$ cat config.mk
export PLATFORM = sky130hd
export DESIGN_NAME = mmio_spi_slave_flat
export DESIGN_NICKNAME = d
export VERILOG_FILES = /design/src/rtl/mmio_spi_slave_if.sv /design/src/rtl/mmio_spi_slave.sv /design/src/flat_wrapper.sv
export SDC_FILE = /design/constraint.sdc
export NUM_CORES = 1
export LEC_CHECK = 0
export BUFFER_PORTS_ARGS = -buffer_cell sky130_fd_sc_hd__buf_2
export CAP_MARGIN = 20
export CORE_ASPECT_RATIO = 1.1
export CORE_MARGIN = 10
export CORE_UTILIZATION = 45
export CTS_CLUSTER_DIAMETER = 60
export DETAILED_ROUTE_END_ITERATION = 7
export MAX_ROUTING_LAYER = met4
export PLACE_DENSITY_LB_ADDON = 0.1
export SYNTH_ARGS = -nofsm -noshare
export SYNTH_HDL_FRONTEND = slang
export SYNTH_SLANG_ARGS = --single-unit
$ cat constraint.sdc
create_clock -name clk -period 3.35 [get_ports clk]
set_clock_uncertainty 0.05 [all_clocks]
set_input_delay 0 -clock clk [delete_from_list [all_inputs] [get_ports clk]]
set_output_delay 0 -clock clk [all_outputs]
set_load 0.02 [all_outputs]
$ cat src/rtl/mmio_spi_slave_if.sv
// Core data-bus port of the MMIO SPI slave: store strobe, word address, store data, load data.
interface mmio_spi_slave_if;
  logic        MemWrite;
  logic [12:0] DataAdr;
  logic [15:0] WriteData;
  logic [15:0] ReadData;

  modport master (output MemWrite, output DataAdr, output WriteData, input ReadData);
  modport slave  (input MemWrite, input DataAdr, input WriteData, output ReadData);
endinterface

$ cat src/rtl/mmio_spi_slave.sv
// Memory-mapped SPI slave (mode 0, MSB first, 16-bit words) with TX/RX FIFOs between
// the core bus and the oversampled SPI link.
module mmio_spi_slave #(
  parameter logic [12:0] BASE_ADR = 13'h1F00,
  parameter int unsigned DEPTH    = 4
) (
  input  logic            clk,
  input  logic            reset,
  mmio_spi_slave_if.slave bus,
  input  logic            spi_sclk,
  input  logic            spi_cs_n,
  input  logic            spi_mosi,
  output logic            spi_miso,
  output logic            irq
);
  localparam int unsigned WW = 16;
  localparam int unsigned AW = $clog2(DEPTH);
  localparam int unsigned CW = AW + 1;

  typedef enum logic [1:0] {IDLE = 2'd0, LOAD = 2'd1, SHIFT = 2'd2} state_t;

  state_t        state;
  logic [2:0]    sclk_s, cs_s;
  logic [1:0]    mosi_s;
  logic [WW-1:0] tx_sh, rx_sh, rx_word;
  logic [3:0]    bit_cnt;
  logic [WW-1:0] tx_mem [DEPTH];
  logic [WW-1:0] rx_mem [DEPTH];
  logic [AW-1:0] tx_rd, tx_wr, rx_rd, rx_wr;
  logic [CW-1:0] tx_cnt, rx_cnt, rx_cnt_nxt;
  logic          tx_unf, rx_ovf, tx_ovf;

  logic sclk_rise, sclk_fall, cs_fall, cs_rise, busy;
  logic tx_full, tx_empty, rx_full, rx_empty;
  logic sel_tx, sel_rx, sel_st;
  logic tx_push, tx_pop, rx_push, rx_pop, word_done, unf_set;

  assign sclk_rise = sclk_s[1] & ~sclk_s[2];
  assign sclk_fall = ~sclk_s[1] & sclk_s[2];
  assign cs_fall   = ~cs_s[1] & cs_s[2];
  assign cs_rise   = cs_s[1] & ~cs_s[2];
  assign busy      = ~cs_s[1];

  assign tx_full  = (tx_cnt == CW'(DEPTH));
  assign tx_empty = (tx_cnt == '0);
  assign rx_full  = (rx_cnt == CW'(DEPTH));
  assign rx_empty = (rx_cnt == '0);

  assign sel_tx = bus.MemWrite & (bus.DataAdr == BASE_ADR);
  assign sel_rx = bus.MemWrite & (bus.DataAdr == BASE_ADR + 13'd1);
  assign sel_st = bus.MemWrite & (bus.DataAdr == BASE_ADR + 13'd2);

  // A cs_n rise aborts whatever the link side would have done this cycle.
  assign word_done = (state == SHIFT) & sclk_rise & (bit_cnt == 4'd15) & ~cs_rise;
  assign tx_pop    = (state == LOAD) & ~tx_empty & ~cs_rise;
  assign unf_set   = (state == LOAD) & tx_empty & ~cs_rise;
  assign tx_push   = sel_tx & (~tx_full | tx_pop);
  assign rx_pop    = sel_rx & ~rx_empty;
  assign rx_push   = word_done & (~rx_full | rx_pop);
  assign rx_word   = {rx_sh[WW-2:0], mosi_s[1]};

  assign rx_cnt_nxt = rx_cnt + CW'(rx_push) - CW'(rx_pop);
  assign spi_miso   = busy & tx_sh[WW-1];

  // Two-stage synchronizers plus one history stage for edge detection.
  always_ff @(posedge clk or negedge reset) begin
    if (!reset) begin
      sclk_s <= '0;
      cs_s   <= '1;
      mosi_s <= '0;
    end else begin
      sclk_s <= {sclk_s[1:0], spi_sclk};
      cs_s   <= {cs_s[1:0], spi_cs_n};
      mosi_s <= {mosi_s[0], spi_mosi};
    end
  end

  always_ff @(posedge clk) begin
    if (tx_push) tx_mem[tx_wr] <= bus.WriteData;
    if (rx_push) rx_mem[rx_wr] <= rx_word;
  end

  // FIFO pointers, occupancy, sticky flags and irq; a flag being set wins over a clear.
  always_ff @(posedge clk or negedge reset) begin
    if (!reset) begin
      tx_rd  <= '0;
      tx_wr  <= '0;
      rx_rd  <= '0;
      rx_wr  <= '0;
      tx_cnt <= '0;
      rx_cnt <= '0;
      tx_unf <= 1'b0;
      rx_ovf <= 1'b0;
      tx_ovf <= 1'b0;
      irq    <= 1'b0;
    end else begin
      if (tx_push) tx_wr <= tx_wr + AW'(1);
      if (tx_pop)  tx_rd <= tx_rd + AW'(1);
      if (rx_push) rx_wr <= rx_wr + AW'(1);
      if (rx_pop)  rx_rd <= rx_rd + AW'(1);
      tx_cnt <= tx_cnt + CW'(tx_push) - CW'(tx_pop);
      rx_cnt <= rx_cnt_nxt;
      tx_unf <= unf_set | (tx_unf & ~(sel_st & bus.WriteData[4]));
      rx_ovf <= (word_done & ~rx_push) | (rx_ovf & ~(sel_st & bus.WriteData[5]));
      tx_ovf <= (sel_tx & ~tx_push) | (tx_ovf & ~(sel_st & bus.WriteData[7]));
      irq    <= (rx_cnt_nxt != '0);
    end
  end

  // Link FSM; bit_cnt stays 0 until the first rise so the loaded MSB survives the first fall.
  always_ff @(posedge clk or negedge reset) begin
    if (!reset) begin
      state   <= IDLE;
      tx_sh   <= '0;
      rx_sh   <= '0;
      bit_cnt <= '0;
    end else if (cs_rise) begin
      state <= IDLE;
    end else begin
      case (state)
        IDLE: if (cs_fall) state <= LOAD;
        LOAD: begin
          tx_sh   <= tx_empty ? '0 : tx_mem[tx_rd];
          bit_cnt <= '0;
          state   <= SHIFT;
        end
        SHIFT: begin
          if (sclk_rise) begin
            rx_sh   <= rx_word;
            bit_cnt <= bit_cnt + 4'd1;
            if (bit_cnt == 4'd15) state <= LOAD;
          end else if (sclk_fall && bit_cnt != 4'd0) begin
            tx_sh <= tx_sh << 1;
          end
        end
        default: state <= IDLE;
      endcase
    end
  end

  always_comb begin
    bus.ReadData = '0;
    if (bus.DataAdr == BASE_ADR + 13'd1) begin
      bus.ReadData = rx_empty ? '0 : rx_mem[rx_rd];
    end else if (bus.DataAdr == BASE_ADR + 13'd2) begin
      bus.ReadData = {8'h00, tx_ovf, busy, rx_ovf, tx_unf, rx_full, rx_empty, tx_empty, tx_full};
    end
  end
endmodule

$ cat src/flat_wrapper.sv
// flat-port wrapper written by rule: the top's interface ports become plain ports
module mmio_spi_slave_flat 
#(
  parameter logic [12:0] BASE_ADR = 13'h1F00,
  parameter int unsigned DEPTH    = 4
)
  (clk, reset, spi_sclk, spi_cs_n, spi_mosi, spi_miso, irq, bus_MemWrite, bus_DataAdr, bus_WriteData, bus_ReadData);
  mmio_spi_slave_if bus_i ();
  input  logic clk;
  input  logic reset;
  input  logic spi_sclk;
  input  logic spi_cs_n;
  input  logic spi_mosi;
  output logic spi_miso;
  output logic irq;
  input wire logic [$bits(bus_i.MemWrite)-1:0] bus_MemWrite;
  input wire logic [$bits(bus_i.DataAdr)-1:0] bus_DataAdr;
  input wire logic [$bits(bus_i.WriteData)-1:0] bus_WriteData;
  output wire logic [$bits(bus_i.ReadData)-1:0] bus_ReadData;
  assign bus_i.MemWrite = bus_MemWrite;
  assign bus_i.DataAdr = bus_DataAdr;
  assign bus_i.WriteData = bus_WriteData;
  assign bus_ReadData = bus_i.ReadData;
  mmio_spi_slave #(.BASE_ADR(BASE_ADR), .DEPTH(DEPTH)) u_core (.clk(clk), .reset(reset), .bus(bus_i), .spi_sclk(spi_sclk), .spi_cs_n(spi_cs_n), .spi_mosi(spi_mosi), .spi_miso(spi_miso), .irq(irq));
endmodule
Word-level counts from Yosys, hierarchy flattened
Memories as Yosys holds them, arrays and structs flattened.
Cells that the tools add are included.
{ "totals": {"register_bits": 63, "mem_bits_rw": 128, "in_bits": 35, "output_inout_bits": 18, "word_cells": 116, "n_memories": 2} }
{ "classes": {"addsub": 9, "n_eq_ne": 14, "muxes": 18, "n_bitwise": 45, "n_reduce_logical": 11} }
{ "mem_list": {"columns": ["name", "words", "width", "read_ports", "rd_clocked_by_memory_dff", "write_ports", "line_no", "text"], "rows": [
  ["u_core.rx_mem", 4, 16, 1, 0, 1, "mmio_spi_slave.sv:28", "logic [WW-1:0] rx_mem [DEPTH];"],
  ["u_core.tx_mem", 4, 16, 1, 0, 1, "mmio_spi_slave.sv:27", "logic [WW-1:0] tx_mem [DEPTH];"]
]} }
{ "op_table": {"columns": ["op", "n"], "rows": [
  ["16-bit two-way mux", 5],
  ["13-bit equality test (second input constant)", 3],
  ["16-bit one-hot mux with 2 select lines", 1],
  ["1-bit AND", 26],
  ["1-bit NOT", 14],
  ["3-bit AND reduction", 3],
  ["2-bit by 1-bit adder with 2-bit output (second input constant)", 4],
  ["2-bit two-way mux", 4],
  ["8-bit two-way mux", 1],
  ["4-bit one-hot mux with 2 select lines", 1],
  ["3-bit by 1-bit adder with 3-bit output", 2],
  ["3-bit equality test (second input constant)", 2],
  ["3-bit logical NOT", 2],
  ["3-bit by 1-bit != test with 1-bit output (second input constant)", 2],
  ["2-bit one-hot mux with 3 select lines", 1],
  ["3-bit by 1-bit subtractor with 3-bit output", 2],
  ["1-bit bitwise OR", 5],
  ["4-bit by 1-bit adder with 4-bit output (second input constant)", 1],
  ["4-bit equality test (second input constant)", 1],
  ["1-bit two-way mux", 4],
  ["4-bit two-way mux", 1],
  ["2-bit != test (second input constant)", 2],
  ["4-bit AND reduction", 1],
  ["4-bit nonzero test", 1],
  ["other kinds (8)", 8]
]} }

Longest topological paths before layout
{ "depth": {"ltp_word": 9, "depth_mapped": 11} }

Worst setup path after synthesis
No wires, ideal clock.
{ "synth_path": {"path_kind": "reg-to-reg", "startpoint": "reg u_core.state[0]", "endpoint": "reg u_core.irq", "setup_ns": 0.131, "arrival_time_ns": 2.447, "required_time_ns": 3.169, "slack_ns": 0.722, "path_stages_with_launch": 12, "path_buffers": 1, "period_less_slack_ns": 2.628, "cell_sequence": "dfrtp_1 > inv_1 > ha_1 > clkbuf_1 > nand4_1 > nor4_1 > a21oi_1 > inv_1 > ha_1 > fa_1 > xnor2_1 > or3_1"} }
{ "synth_via": {"elab_chain_cells": 8} }
{ "synth_rtl": {"columns": ["item", "line_no", "text"], "rows": [
  ["from (decl)", "mmio_spi_slave.sv:22", "state_t state;"],
  ["from (signal assigned)", "mmio_spi_slave.sv:113", "state <= IDLE;"],
  ["from (signal assigned)", "mmio_spi_slave.sv:118", "state <= IDLE;"],
  ["from (signal assigned)", "mmio_spi_slave.sv:121", "IDLE: if (cs_fall) state <= LOAD;"],
  ["2-bit equality test", "mmio_spi_slave.sv:54", "assign word_done = (state == SHIFT) & sclk_rise & (bit_cnt == 4'd15) & ~cs_rise;"],
  ["1-bit AND (3 in a row)", "mmio_spi_slave.sv:54", null],
  ["1-bit AND", "mmio_spi_slave.sv:59", "assign rx_push = word_done & (~rx_full | rx_pop);"],
  ["net u_core.rx_push", "mmio_spi_slave.sv:36", "logic tx_push, tx_pop, rx_push, rx_pop, word_done, unf_set;"],
  ["3-bit by 1-bit adder with 3-bit output", "mmio_spi_slave.sv:62", "assign rx_cnt_nxt = rx_cnt + CW'(rx_push) - CW'(rx_pop);"],
  ["3-bit by 1-bit subtractor with 3-bit output", "mmio_spi_slave.sv:62", null],
  ["net u_core.rx_cnt_nxt[2]", "mmio_spi_slave.sv:30", "logic [CW-1:0] tx_cnt, rx_cnt, rx_cnt_nxt;"],
  ["3-bit nonzero test", "mmio_spi_slave.sv:106", "irq <= (rx_cnt_nxt != '0);"],
  ["to (signal assigned)", "mmio_spi_slave.sv:106", null],
  ["to (decl)", "mmio_spi_slave.sv:14", "output logic irq"]
]} }
The timed path passes the listed nets, and every way through them passes these cells.
A chain may end at the register's enable or synchronous reset.

Worst setup path after layout
{ "layout_path": {"startpoint": "reg u_core.cs_s[1]", "endpoint": "reg u_core.irq"} }
{ "layout_via": {"elab_chain_cells": 7} }
{ "layout_rtl": {"columns": ["item", "line_no", "text"], "rows": [
  ["from (decl)", "mmio_spi_slave.sv:23", "logic [2:0] sclk_s, cs_s;"],
  ["from (signal assigned)", "mmio_spi_slave.sv:73", "cs_s <= {cs_s[1:0], spi_cs_n};"],
  ["1-bit AND", "mmio_spi_slave.sv:41", "assign cs_rise = cs_s[1] & ~cs_s[2];"],
  ["1-bit NOT (no line)", null, null],
  ["1-bit AND", "mmio_spi_slave.sv:54", null],
  ["1-bit AND", "mmio_spi_slave.sv:59", null],
  ["net u_core.rx_push", "mmio_spi_slave.sv:36", null],
  ["3-bit by 1-bit adder with 3-bit output", "mmio_spi_slave.sv:62", null],
  ["3-bit by 1-bit subtractor with 3-bit output", "mmio_spi_slave.sv:62", null],
  ["net u_core.rx_cnt_nxt[2]", "mmio_spi_slave.sv:30", null],
  ["3-bit nonzero test", "mmio_spi_slave.sv:106", null]
]} }
The timed path passes the listed nets, and every way through them passes these cells.

==> metrics.log <==
INFO  metric power.ir.vdd_worst = 429.8 uV
INFO  metric yosysWarnings = 0
INFO  metric cap_viol_max_count = 0
INFO  metric tritoncts = built
INFO  metric synthCells = around 440
INFO  metric ctsHtreeMaxLevel = 4
INFO  metric detail_route.drc_violations = 0
INFO  metric finalMaxSlewViolations = 0
INFO  metric drive_above_1_share = 31.26%
INFO  metric detail_route.wl_per_cell = 19.62 um
INFO  metric crit_path_cell_trace = nor2b_1 -> nor4_1 -> a21oi_1 -> inv_1 -> ha_1 -> fa_1 -> xnor2_1 -> or3_1
INFO  metric final_hold_viol_count = 0
INFO  metric maxClockFrequency = about 350 MHz
INFO  metric cp.arrival = 3.13 ns
INFO  metric p_sw_share = between 20% and 30%
INFO  metric diodes = 0
INFO  metric cts.reportedPaths.clkPinSlew = 0.07 ns
INFO  metric first_pass_iters = 4
INFO  metric postCtsSetupRepairBufs = 0
INFO  metric relSlewSlack = 38.76%
INFO  metric power.share.clock = 33.7%
INFO  metric timing.setup.critical_path_class = reg2reg
INFO  metric grt_start_max_net_pins = 64
INFO  metric crit_path_start_kind = flop
INFO  metric finalNetCount = 589
INFO  metric rsz_0062_raised_after_global_routing = false
INFO  metric switchingPower = 1532 uW
INFO  metric run_status = finished, final reports clean
INFO  metric global_route.usage.total = 14.22%
INFO  metric port_buffers = 52
INFO  metric critPathRequiredTime = ~3.6 ns
INFO  metric sequentialPowerShare = 47.8%
INFO  metric synth-seq-cells = 191
INFO  metric die_w = 145.8 um
INFO  metric timing.final.crit_period = 2.881 ns
INFO  metric syn_nets = ~500
INFO  metric antenna_found_initial = 0
INFO  metric globalRoute.totalOverflow = 0
INFO  metric avgViaCountPerCell = 5.284
INFO  metric fp-row-count = 50
INFO  metric ys_async_sr_fraction = approximately a third
INFO  metric clock_sink_count = roughly 190
INFO  metric area_growth_syn_to_layout = 18.49%
INFO  metric cts_root_buffer = sky130_fd_sc_hd__clkbuf_16
INFO  metric p_leak = 0.003580 uW
INFO  metric tns = 0 ns
INFO  metric part_of_the_cycle_the_worst_path_needs = 85.99%
INFO  metric crit_path_start = u_core.cs_s[1]
INFO  metric synth.yosys.seq_area_share = 69.22%
INFO  metric initial_utilization = 45.88%
INFO  metric gpl.final_weighted_congestion = 0.7779
INFO  metric ioPinCount = 53
INFO  metric final_antenna_net_count = 0
INFO  metric cells_on_worst_reg2reg_path = 8
INFO  metric postRouteWirelength = 15,330 um
INFO  metric type_of_destination_of_the_critical_path = flop
INFO  metric first_global_vias = 4,443
INFO  metric powerDensity = 655.0 mW/mm2
INFO  metric wire_length_of_the_first_global_routing_pass = 24,560 um
INFO  metric placeableCoreArea = around 0.017 mm2
INFO  metric fp.dieH = 158.4 um
INFO  metric dr.first_iter.drc_count = 233
INFO  metric synth_area = around 0.0078 mm2
INFO  metric final_core_util = 54.37%
INFO  metric fillCellCount = 1,416
INFO  metric worstSkewPairLatency = 0.43 ns
INFO  metric crit_end = u_core.irq
INFO  metric ctsLongestPathBuffers = 2
INFO  metric tightest_slew = 0.9186 ns
INFO  metric synth_ff_type = sky130_fd_sc_hd__edfxtp_1
INFO  metric crit-reg2reg-launch = u_core.cs_s[1]
INFO  metric post-dp-hpwl = 9698 um
INFO  metric critPathMaxFanout = 7
INFO  metric cts.repair.resized = 0
INFO  metric vias = approximately 4.1k
INFO  metric ff_to_ff_setup_slack = 0.47 ns
INFO  metric slowest_delay = between 0.5 and 0.6 ns
INFO  metric synth_enable_flop_cells = 128
INFO  metric worst_flop_to_flop_path_endpoint = u_core.irq
INFO  metric yosys.cell_types.count = 46
INFO  metric floorplan.die_area = 0.02310 mm2
INFO  metric power.share.combinational = between 15 and 20%
INFO  metric cts_bufs_inserted = 17
INFO  metric final_setup_violation_count = 0
INFO  metric critical_path.slowest_cell = sky130_fd_sc_hd__dfstp_2
INFO  metric cell_internal_pwr = 4550 uW
INFO  metric min-delay-path-class = in2reg
INFO  metric syn-mean-instance-area = 17.77 um2
==> cells in the mapped netlist (6+ instances only) <==
cell                       count  area (um2)
sky130_fd_sc_hd__nand3_1       9       45.04
sky130_fd_sc_hd__inv_1        24       90.09
sky130_fd_sc_hd__mux4_2       32       720.7
sky130_fd_sc_hd__dfrtp_1      60        1501
sky130_fd_sc_hd__mux2_2       31       349.1
sky130_fd_sc_hd__nor2b_1       7       43.79
sky130_fd_sc_hd__a32o_1        6       60.06
sky130_fd_sc_hd__clkbuf_1     14       52.55
sky130_fd_sc_hd__nand4_1       7       43.79
sky130_fd_sc_hd__ha_1         18       225.2
sky130_fd_sc_hd__edfxtp_1    128        3844
sky130_fd_sc_hd__a22o_1       17       148.9
sky130_fd_sc_hd__buf_2         7       35.03
sky130_fd_sc_hd__and3_1        8       50.05
sky130_fd_sc_hd__xnor2_1       8       70.07
sky130_fd_sc_hd__a21oi_1       6       30.03
==> worst max-delay path: cells and delay by family, from the launching register on <==
family | cells | cell delay, ns
buffers and inverters | 1 | 0.10
AOI/OAI and AO/OA | 1 | 0.51
and+or+nand+nor | 3 | 0.71
DFF | 1 | 0.59
adders and majority gates | 2 | 0.63
xor gates and xnor gates | 1 | 0.15
==> routing by layer <==
metal	wire length [um]	GRT usage (%)
met2	8291	24.73
met5	0	-
met3	294	2.783
met1	6517	16.24
met4	224	5.010
==> placed cells by master, fill, tap and decap left out, types with 9 or more instances in the layout <==
| cell type | n |
|---|---|
| sky130_fd_sc_hd__nand3_1 | 9 |
| sky130_fd_sc_hd__ha_1 | 18 |
| sky130_fd_sc_hd__clkbuf_16 | 17 |
| sky130_fd_sc_hd__buf_2 | 52 |
| sky130_fd_sc_hd__mux2_2 | 31 |
| sky130_fd_sc_hd__mux4_2 | 32 |
| sky130_fd_sc_hd__dlygate4sd3_1 | 24 |
| sky130_fd_sc_hd__dfrtp_1 | 60 |
| sky130_fd_sc_hd__buf_4 | 19 |
| sky130_fd_sc_hd__a22o_1 | 17 |
| sky130_fd_sc_hd__edfxtp_1 | 128 |
| sky130_fd_sc_hd__inv_1 | 24 |
==> cells by family after synthesis <==
family	Yosys count	share of synthesized area, %
flops	191	69.22
buf+inv	45	2.267
xor+xnor	11	1.230
compound gates	44	4.327
mux	67	14.19
simple gates	63	5.381
fa+ha+maj	20	3.385
==> timing repair <==
action                     4_1_cts  5_1_grt
setup endpoints to repair        0        0
hold endpoints to repair       134        0
hold buffers                    24        0
==> layout make-up <==
| cell class | count | area, um2 | share of cell area (%) |
|---|---|---|---|
| Sequential cell | 191 | 5424 | 58.42 |
| Multi-Input combinational cell | 205 | 2235 | 24.07 |
| Timing Repair Buffer | 95 | 643.1 | 6.926 |
| Clock buffer | 22 | 464.2 | 4.999 |
| Tap cell | 234 | 292.8 | 3.153 |
| Clock inverter | 10 | 136.4 | 1.469 |
| Inverter | 24 | 90.09 | 0.9702 |
==> metrics by stage <==
step	cell area, um2	hold WS, ns	cells	power [uW]	worst slack, ns
floorplan	7836	-0.3456	441	3758	0.7221
global placement	8444	0.05658	725	4037	0.5531
detailed placement	8444	0.05623	725	4077	0.4503
CTS	9285	0.0008390	781	6168	0.4206
global route	9285	0.05241	781	6375	0.2113
finish	9285	0.01311	781	6082	0.4693
==> how the worst min path moves through the flow <==
stage,startpoint,cells after the start,end
2_1_floorplan,reset,0,u_core.bit_cnt[0]
3_3_place_gp,spi_cs_n,1,u_core.cs_s[0]
3_5_place_dp,spi_cs_n,1,u_core.cs_s[0]
4_1_cts,bus_DataAdr[5],5,u_core.rx_rd[0]
5_1_grt,bus_DataAdr[5],5,u_core.rx_rd[0]
6_report,bus_DataAdr[5],5,u_core.rx_rd[0]
==> state kept, by name, indices dropped and copies added, names as in the netlist <==
name,count
u_core.tx_wr,2
u_core.tx_unf,1
u_core.rx_mem,64
u_core.tx_sh,16
u_core.irq,1
u_core.tx_rd,2
u_core.rx_sh,15
u_core.tx_ovf,1
u_core.rx_cnt,3
u_core.tx_mem,64
u_core.rx_ovf,1
u_core.mosi_s,2
u_core.tx_cnt,3
u_core.bit_cnt,4
u_core.state,2
u_core.sclk_s,3
u_core.cs_s,3
u_core.rx_wr,2
u_core.rx_rd,2
==> power by group through the flow <==
stage / registers [uW] / clock network (uW) / logic (uW)
CTS: 2920 / 2110 / 1150
global placement: 2950 / 0 / 1080
finish: 2910 / 2050 / 1120
detailed placement: 2960 / 0 / 1110
global route: 2940 / 2190 / 1240
floorplan: 2840 / 0 / 920
(Power assumes the default switching activity.)
